### config.mk
export PLATFORM = sky130hd
export DESIGN_NAME = instr_encoder
export DESIGN_NICKNAME = d
export VERILOG_FILES = /design/src/rtl/instr_encoder.sv
export SDC_FILE = /design/constraint.sdc
export NUM_CORES = 1
export LEC_CHECK = 0
export ABC_AREA = 1
export BUFFER_PORTS_ARGS = -buffer_cell sky130_fd_sc_hd__buf_2
export CORE_ASPECT_RATIO = 0.75
export CORE_MARGIN = 2
export CORE_UTILIZATION = 46
export CTS_CLUSTER_DIAMETER = 100
export CTS_CLUSTER_SIZE = 14
export DETAILED_ROUTE_END_ITERATION = 10
export PLACE_DENSITY = 0.78
export SYNTH_ARGS = -nofsm -noshare
export SYNTH_HDL_FRONTEND = slang
export SYNTH_SLANG_ARGS = --single-unit
export TNS_END_PERCENT = 5
### constraint.sdc
create_clock -name clk -period 3.4 [get_ports clk]
set_input_delay 0.17 -clock clk [delete_from_list [all_inputs] [get_ports clk]]
set_output_delay 0.17 -clock clk [all_outputs]
set_load 0.02 [all_outputs]
### src/rtl/instr_encoder.sv
// Program-loader encoder: turns field-level RV32I instruction requests into
// 32-bit words and writes them sequentially into instruction memory.
module instr_encoder #(
    parameter int unsigned DEPTH = 64,
    parameter int unsigned AW    = $clog2(DEPTH)
) (
    input  logic          clk,
    input  logic          rst_n,
    input  logic          start,
    input  logic          finish,
    input  logic          req_valid,
    output logic          req_ready,
    input  logic [2:0]    req_kind,
    input  logic [2:0]    req_func3,
    input  logic          req_alt,
    input  logic [4:0]    req_rd,
    input  logic [4:0]    req_rs1,
    input  logic [4:0]    req_rs2,
    input  logic [31:0]   req_imm,
    output logic          mem_we,
    output logic [31:0]   mem_addr,
    output logic [31:0]   mem_wdata,
    output logic [AW:0]   count,
    output logic          cpu_hold,
    output logic          done,
    output logic          err_overflow
);

    localparam int unsigned FW = AW + 2;

    localparam logic [2:0] KIND_LOAD   = 3'd0;
    localparam logic [2:0] KIND_ALUI   = 3'd1;
    localparam logic [2:0] KIND_STORE  = 3'd2;
    localparam logic [2:0] KIND_RTYPE  = 3'd3;
    localparam logic [2:0] KIND_BRANCH = 3'd4;
    localparam logic [2:0] KIND_JAL    = 3'd5;
    localparam logic [2:0] KIND_LUI    = 3'd6;
    localparam logic [2:0] KIND_AUIPC  = 3'd7;

    localparam logic [6:0] OP_LOAD   = 7'b0000011;
    localparam logic [6:0] OP_ALUI   = 7'b0010011;
    localparam logic [6:0] OP_STORE  = 7'b0100011;
    localparam logic [6:0] OP_RTYPE  = 7'b0110011;
    localparam logic [6:0] OP_BRANCH = 7'b1100011;
    localparam logic [6:0] OP_JAL    = 7'b1101111;
    localparam logic [6:0] OP_LUI    = 7'b0110111;
    localparam logic [6:0] OP_AUIPC  = 7'b0010111;

    typedef enum logic [1:0] {
        ST_IDLE,
        ST_LOAD,
        ST_DONE
    } state_t;

    // Field-level request to RV32I word; fields a format does not use never reach the word.
    function automatic logic [31:0] encode(
        input logic [2:0]  kind,
        input logic [2:0]  f3,
        input logic        alt,
        input logic [4:0]  rd,
        input logic [4:0]  rs1,
        input logic [4:0]  rs2,
        input logic [31:0] imm
    );
        logic [31:0] w;
        w = '0;
        case (kind)
            KIND_LOAD:   w = {imm[11:0], rs1, f3, rd, OP_LOAD};
            KIND_ALUI: begin
                if (f3[1:0] == 2'b01)
                    w = {1'b0, alt, 5'b00000, imm[4:0], rs1, f3, rd, OP_ALUI};
                else
                    w = {imm[11:0], rs1, f3, rd, OP_ALUI};
            end
            KIND_STORE:  w = {imm[11:5], rs2, rs1, f3, imm[4:0], OP_STORE};
            KIND_RTYPE:  w = {1'b0, alt, 5'b00000, rs2, rs1, f3, rd, OP_RTYPE};
            KIND_BRANCH: w = {imm[12], imm[10:5], rs2, rs1, f3, imm[4:1], imm[11], OP_BRANCH};
            KIND_JAL:    w = {imm[20], imm[10:1], imm[11], imm[19:12], rd, OP_JAL};
            KIND_LUI:    w = {imm[31:12], rd, OP_LUI};
            KIND_AUIPC:  w = {imm[31:12], rd, OP_AUIPC};
        endcase
        return w;
    endfunction

    state_t      state, state_nxt;
    logic        finish_seen, finish_seen_nxt;
    logic [AW:0] count_nxt;
    logic        mem_we_nxt;
    logic [31:0] mem_addr_nxt;
    logic [31:0] mem_wdata_nxt;
    logic        req_ready_nxt;
    logic        cpu_hold_nxt;
    logic        done_nxt;
    logic        err_overflow_nxt;
    logic        accept;
    logic [FW-1:0] fill;
    logic [FW-1:0] fill_nxt;

    // Words committed plus the one currently on the write port.
    assign fill   = FW'(count) + FW'(mem_we);
    assign accept = req_valid & req_ready & ~start;

    always_comb begin
        state_nxt        = state;
        finish_seen_nxt  = finish_seen;
        count_nxt        = count + (AW+1)'(mem_we);
        mem_we_nxt       = accept;
        mem_addr_nxt     = mem_addr;
        mem_wdata_nxt    = mem_wdata;
        err_overflow_nxt = err_overflow;

        if (accept) begin
            mem_addr_nxt  = {30'(fill[AW-1:0]), 2'b00};
            mem_wdata_nxt = encode(req_kind, req_func3, req_alt, req_rd,
                                   req_rs1, req_rs2, req_imm);
        end

        case (state)
            ST_LOAD: begin
                if (req_valid && (fill == FW'(DEPTH)))
                    err_overflow_nxt = 1'b1;
                if (finish)
                    finish_seen_nxt = 1'b1;
                // An in-flight write completes on this same edge, so only a fresh accept delays DONE.
                if ((finish || finish_seen) && !accept) begin
                    state_nxt       = ST_DONE;
                    finish_seen_nxt = 1'b0;
                end
            end
            default: ;
        endcase

        if (start) begin
            state_nxt        = ST_LOAD;
            finish_seen_nxt  = 1'b0;
            count_nxt        = '0;
            mem_we_nxt       = 1'b0;
            err_overflow_nxt = 1'b0;
        end

        fill_nxt      = FW'(count_nxt) + FW'(mem_we_nxt);
        req_ready_nxt = (state_nxt == ST_LOAD) && (fill_nxt < FW'(DEPTH)) && !finish_seen_nxt;
        cpu_hold_nxt  = (state_nxt != ST_DONE);
        done_nxt      = (state_nxt == ST_DONE);
    end

    always_ff @(posedge clk or negedge rst_n) begin
        if (!rst_n) begin
            state        <= ST_IDLE;
            finish_seen  <= 1'b0;
            count        <= '0;
            mem_we       <= 1'b0;
            mem_addr     <= '0;
            mem_wdata    <= '0;
            req_ready    <= 1'b0;
            cpu_hold     <= 1'b1;
            done         <= 1'b0;
            err_overflow <= 1'b0;
        end else begin
            state        <= state_nxt;
            finish_seen  <= finish_seen_nxt;
            count        <= count_nxt;
            mem_we       <= mem_we_nxt;
            mem_addr     <= mem_addr_nxt;
            mem_wdata    <= mem_wdata_nxt;
            req_ready    <= req_ready_nxt;
            cpu_hold     <= cpu_hold_nxt;
            done         <= done_nxt;
            err_overflow <= err_overflow_nxt;
        end
    end

endmodule

==> results of run 1 <==
## worst paths after layout
kind,start,to,slack [ps],cells after the start
max in group asynchronous,rst_n,cpu_hold,2260,3
max,req_ready,mem_wdata[30],1580,5
max reg2reg,req_ready,mem_wdata[30],1580,5
min reg2reg,mem_wdata[5],mem_wdata[5],490,2
min in group asynchronous,rst_n,mem_wdata[1],320,2
min,req_imm[5],mem_wdata[25],110,3
## critical path, stage by stage (launching register included)
cell	delay, ps
dfrtp_1	380
nand3_2	650
a31oi_1	400
o211ai_1	120
o21ai_0	90
inv_1	60
## cells in the mapped netlist
cell type and number:
a21oi_1 22, a31oi_1 6, a41oi_1 1, buf_2 2
buf_4 29, clkbuf_1 6, conb_1 1, dfrtp_1 51
dfstp_2 1, ha_1 3, inv_1 26, inv_2 1
nand2_1 59, nand3_1 18, nand3_2 1, nand4_1 5
nor2_1 39, nor2_4 1, nor3_1 1, o211ai_1 2
o21ai_0 40, o21ai_1 2, o21bai_1 2, o22ai_1 1
o31ai_1 1, or2_2 1, xnor2_1 1
## layout make-up
cell class	count	area (µm²)
sequential	52	1300
tap	75	93.8
inverter	27	101
clock buffer	8	90.1
timing repair buffer	111	566
multi-input combinational	232	1080
fill	515	2210
## stage by stage
step,hold WS (ps),power [µW],std cells
finish,115,1780,505
global route,108,1900,505
CTS,104,1790,505
detailed placement,122,1440,496
global placement,119,1430,496
floorplan,-126,1220,348
## layer usage
layer	up-vias	wire, µm	GRT usage (%)
met5	-	0	0
met4	0	17	3.20
met3	2	500	4.24
met2	104	2910	32.4
met1	1107	2990	30.8
li1	1224	-	-
## logic make-up (layout without fill, tap and decap cells)
group	after synthesis	in the layout	share of synthesized area, %
and+or+nand+nor	125	125	19.8
AOI/OAI and AO/OA	77	77	15.6
buffers and inverters	64	146	13.3
DFF	52	52	49.4
adders and majority gates	3	3	1.42
other	1	26	0.142
xor gates and xnor gates	1	1	0.332
## sequential cells by signal, summed over array words and instances (netlist names)
name,count
req_ready,1
count,7
mem_we,1
finish_seen,1
mem_addr,6
cpu_hold,1
err_overflow,1
done,1
mem_wdata,31
state,2
## power groups by stage
stage                     clock network (µW)  registers (µW)  logic [µW]
after floorplan                            0             997         224
after global placement                     0             835         591
after detailed placement                   0             837         600
after CTS                                363             828         601
after global routing                     394             850         658
final                                    356             827         597
==> key figures, run 1 <==
Routing
  – Number of remaining DRC errors: 0
  – Wire per inst: 12.7 µm
  – Routed vias/inst: 4.83
  – First DRT Iteration DRCs: 189
  – Post-DRT Antenna Nets: 0
  – DR pass1 iterations: 4
  – Final wirelength: 6.42 mm
  – Via count: 2437

Clocking
  – CTS Hold Buffers Added: 1
  – CTS Sinks: 52
  – Clk pin slew, worst setup/hold paths: 90 ps
  – Clk Tree Root Cell: clkbuf_8
  – Resized Gates After CTS: 0
  – Setup Fix Bufs, Post-CTS: 0
  – Total CTS buffers: 5
  – Max H-tree Level: 2
  – CTS tree: built
  – Clock tree buffer depth: 2
  – Latest clock arrival within the worst-skew pair: 290 ps

Timing
  – Max-slew violations: 0
  – Fin crit share: 53.4%
  – Min Tclk post-route: 1820 ps
  – Max Clock Skew: 6.16 ps
  – Worst Tran Pin Value: 1030 ps
  – Slew margin rel.: 31.0%
  – Post-Route Setup TNS: 0 ps
  – Fin. Hold Viols: 0
  – Final-report setup violation count: 0
  – RSZ-0062 raised after global routing: false
  – Setup ws final: 1580 ps
  – FMAX: 550 MHz

Floorplanning
  – Die W: 91.4 µm
  – Starting Density: 48.5%
  – Core Region: 0.00544 mm²
  – # IOs: 135
  – Die Height: 69.6 µm
  – # rows: 23
  – Die area: 0.00636 mm²

Global route
  – Largest net degree at the start of global routing: 47
  – Grt ovf: 0
  – Vias in the first global route: 2269
  – First-pass GRT wire length: 10.8 mm
  – Initial antenna violation count: 0
  – Total GRT Usage: 20.8%

Pwr
  – Internal power: 1110 µW
  – Reg power frac: 46.5%
  – Clock group share of total power: 20.0%
  – Psw: 666 µW
  – Gate power share: 33.5%
  – Switching share of power: 37.4%
  – Power per Cell Area: 551 mW/mm²
  – VDD IR-drop max: 354 µV
  – Leak: 0.00174 µW

Finish
  – Area added between synthesis and finish: 22.6%
  – Fraction of layout cells with a size suffix above 1: 28.4%
  – Final core occ: 59.4%
  – Design Area, Final: 0.00323 mm²
  – Nets: 491
  – Antenna fix cells: 0
  – Commonest non-fill, non-tap cell in the layout: buf_2
  – Commonest non-fill, non-tap cells in the layout: 108 x buf_2, 59 x nand2_1, 51 x dfrtp_1

Job
  – Max cap viols: 0

Synthesis
  – Register area share after synthesis: 49.4%
  – Mapped Cells: 323
  – Post-synth top area cell: dfrtp_1
  – Unique cell type count in the Yosys netlist: 27
  – Yosys warns: 0
  – Post-synth top area share: 48.4%
  – Register bit total from synthesis: 52
  – Syn_area_per_cell: 8.16 µm²
  – Cell area after synthesis: 0.00264 mm²
  – Largest cells by area after synthesis: dfrtp_1 48%, nand2_1 8.4%, buf_4 8.3%

Place
  – DP Area: 0.00313 mm²
  – Pre-CTS setup slack: 1500 ps
  – Hpwl dp: 4.92 mm
  – Final GP Congestion: 0.929
  – Port bufs: 108

Critical path
  – CP endpoint kind: flip-flop
  – CP required: 3590 ps
  – Startpoint Class: flip-flop
  – CP Max Fanout: 46
  – Critical Setup Path Class: flip-flop to flip-flop
  – WP data arrival: 2000 ps

Worst hold path
  – Worst hold path type: input port to flip-flop

Status
  – Status: complete, no violations
Note: power is estimated with default switching activity, not from simulation.
==> inputs of run 2 (changes only) <==
--- a/config.mk
+++ b/config.mk
@@ -9,11 +9,11 @@
 export BUFFER_PORTS_ARGS = -buffer_cell sky130_fd_sc_hd__buf_2
 export CORE_ASPECT_RATIO = 0.75
 export CORE_MARGIN = 2
-export CORE_UTILIZATION = 46
+export CORE_UTILIZATION = 45
 export CTS_CLUSTER_DIAMETER = 100
 export CTS_CLUSTER_SIZE = 14
 export DETAILED_ROUTE_END_ITERATION = 10
-export PLACE_DENSITY = 0.78
+export PLACE_DENSITY = 0.76
 export SYNTH_ARGS = -nofsm -noshare
 export SYNTH_HDL_FRONTEND = slang
 export SYNTH_SLANG_ARGS = --single-unit
==> constraint.sdc (replaced) <==
create_clock -name clk -period 1.7 [get_ports clk]
set_input_delay 0.085 -clock clk [delete_from_list [all_inputs] [get_ports clk]]
set_output_delay 0.085 -clock clk [all_outputs]
set_load 0.02 [all_outputs]
==> run 2 against run 1 <==
Compared with the run above: die area is 2.1% higher; largest power group unchanged; cell count grew 1.8%; routed wire length is 6.2% higher; cell area grew 2.5%; hold slack got worse by 83 ps; sequential cell count is the same; critical path depth rose by 4; non-clock buffer count is 7 higher; clock-buffer cell count shrank 2; sequential share of layout area shrank 0.99 points; first-iteration DRC count down 44%.
==> key figures, run 2 (same netlist as run 1, synthesis figures left out) <==
Global route
  – First-pass GRT wire length: 10.9 mm
  – Total GRT Usage: 20.8%
  – Largest net degree at the start of global routing: 28
  – Vias in the first global route: 2293
  – Grt ovf: 0
  – Initial antenna violation count: 0

Timing
  – FMAX: 632 MHz
  – Final hold slack: 31.2 ps
  – Fin. Hold Viols: 0
  – Worst Tran Pin Value: 648 ps
  – Final-report setup violation count: 0
  – Slew margin rel.: 56.8%
  – Max-slew violations: 0
  – Setup ws final: 118 ps
  – Min Tclk post-route: 1580 ps
  – Max Clock Skew: 4.98 ps
  – Fin crit share: 93.1%

Critical path
  – Reg2Reg Capture Point: err_overflow
  – Reg-to-reg setup timing slack: 120 ps
  – CP Max Fanout: 4
  – CP required: 1920 ps
  – Critical Setup Path Class: flip-flop to flip-flop
  – CP endpoint kind: flip-flop
  – Crit path launch: mem_we
  – Reg2reg path depth: 9
  – Startpoint Class: flip-flop
  – Reg-to-Reg Start: mem_we
  – WP data arrival: 1810 ps

Routing
  – Post-DRT Antenna Nets: 0
  – DR pass1 iterations: 4
  – First DRT Iteration DRCs: 105
  – Number of remaining DRC errors: 0
  – Wire per inst: 13.3 µm
  – Final wirelength: 6.82 mm
  – Routed vias/inst: 4.93
  – Via count: 2536

Floorplanning
  – Die area: 0.00649 mm²
  – Starting Density: 46.0%
  – Die Height: 70.3 µm
  – Die W: 92.4 µm
  – # rows: 24
  – # IOs: 135
  – Core Region: 0.00574 mm²

Finish
  – Final core occ: 57.8%
  – Most flop-heavy register: mem_wdata
  – Nets: 498
  – Antenna fix cells: 0
  – Commonest non-fill, non-tap cell in the layout: buf_2
  – Biggest regs: mem_wdata: 31 flops, count: 7 flops, mem_addr: 6 flops
  – Fraction of layout cells with a size suffix above 1: 30.5%
  – Area added between synthesis and finish: 25.7%
  – Largest register FFs: 31
  – Fillers: 549
  – Commonest non-fill, non-tap cells in the layout: 108 x buf_2, 58 x nand2_1, 51 x dfrtp_1

Place
  – Final GP Congestion: 0.861
  – Hpwl dp: 5.20 mm
  – Pre-CTS setup slack: 97.9 ps
  – Port bufs: 108

Worst hold path
  – Min-delay src: req_imm[6]
  – Worst hold path cell count: 3
  – Worst hold path type: input port to flip-flop
  – Hold EP: mem_wdata[26]

Pwr
  – VDD IR-drop max: 589 µV
  – Power per Cell Area: 1070 mW/mm²
  – Leak: 0.00177 µW

Job
  – Max cap viols: 0

Clocking
  – CTS tree: built
  – CTS Sinks: 52
  – Max H-tree Level: 2
  – Clk Tree Root Cell: clkbuf_8
  – Clk pin slew, worst setup/hold paths: 90 ps
  – Clock tree buffer depth: 2
  – Latest clock arrival within the worst-skew pair: 300 ps
  – Total CTS buffers: 5

Status
  – Status: complete, no violations
==> run 2: changes by cell type in the layout (fill, tap and decap cells not counted) <==
cell | previous run | this run
buf_12 | 0 | 1
buf_4 | 2 | 8
clkbuf_1 | 2 | 1
clkbuf_8 | 6 | 5
clkinv_2 | 0 | 1
ha_1 | 3 | 2
ha_4 | 0 | 1
nand2_1 | 59 | 58
nand2_2 | 0 | 1
nor2_1 | 38 | 37
nor2_2 | 1 | 2
xnor2_1 | 1 | 0
xnor2_2 | 0 | 1
==> run 2: how the worst max path moves through the flow <==
stage                     slack [ps]           end
after floorplan                  150  err_overflow
after global placement           170  err_overflow
after detailed placement         100  err_overflow
after CTS                         70  err_overflow
after global routing             -10     req_ready
final                            120  err_overflow
==> run 2: timing repair <==
| item | 4_1_cts | 5_1_grt |
|---|---|---|
| endpoints found under the hold margin | 25 | 0 |
| endpoints found under the setup margin | 0 | 2 |
| gates resized for setup | 0 | 5 |
| hold buffers | 1 | 0 |
| setup buffers | 0 | 1 |
==> run 2: report_power, final <==
group          total (µW)  internal, µW  switching, µW
registers            1650          1500            145
clock network         680           282            398
logic                1230           411            816
==> run 2: layout make-up <==
| type | instances | area (µm²) | share of cell area (%) |
|---|---|---|---|
| clock inverter | 1 | 5.00 | 0.151 |
| inverter | 27 | 101 | 3.06 |
| tap | 78 | 97.6 | 2.95 |
| multi-input combinational | 232 | 1100 | 33.3 |
| timing repair buffer | 118 | 631 | 19.0 |
| clock buffer | 6 | 72.6 | 2.19 |
| sequential | 52 | 1300 | 39.3 |
==> run 2: metal layers <==
layer,vias up,global-route usage [%],share of wire [%]
met5,-,0,0
met4,0,4.64,0.72
met3,4,4.31,6.8
met2,107,32.5,47
met1,1184,30.0,46
li1,1241,-,-
==> run 2: through the flow <==
step | cells | total power [µW] | setup TNS, ps | instance area, µm²
2_1_floorplan | 348 | 2440 | 0 | 2730
3_3_place_gp | 505 | 2860 | 0 | 3190
3_5_place_dp | 505 | 2900 | 0 | 3190
4_1_cts | 513 | 3570 | 0 | 3280
5_1_grt | 514 | 3780 | -15.4 | 3310
6_report | 514 | 3560 | 0 | 3310
==> run 2: worst max-delay path, cell delays in order, from the launching register on <==
cell and delay (ps):
dfrtp_1 420, ha_1 250, ha_4 180, nand3_1 120, nand2_1 80, nand2_2 100
nand3_1 70, nor2_1 90, nand3_1 70, a21oi_1 130
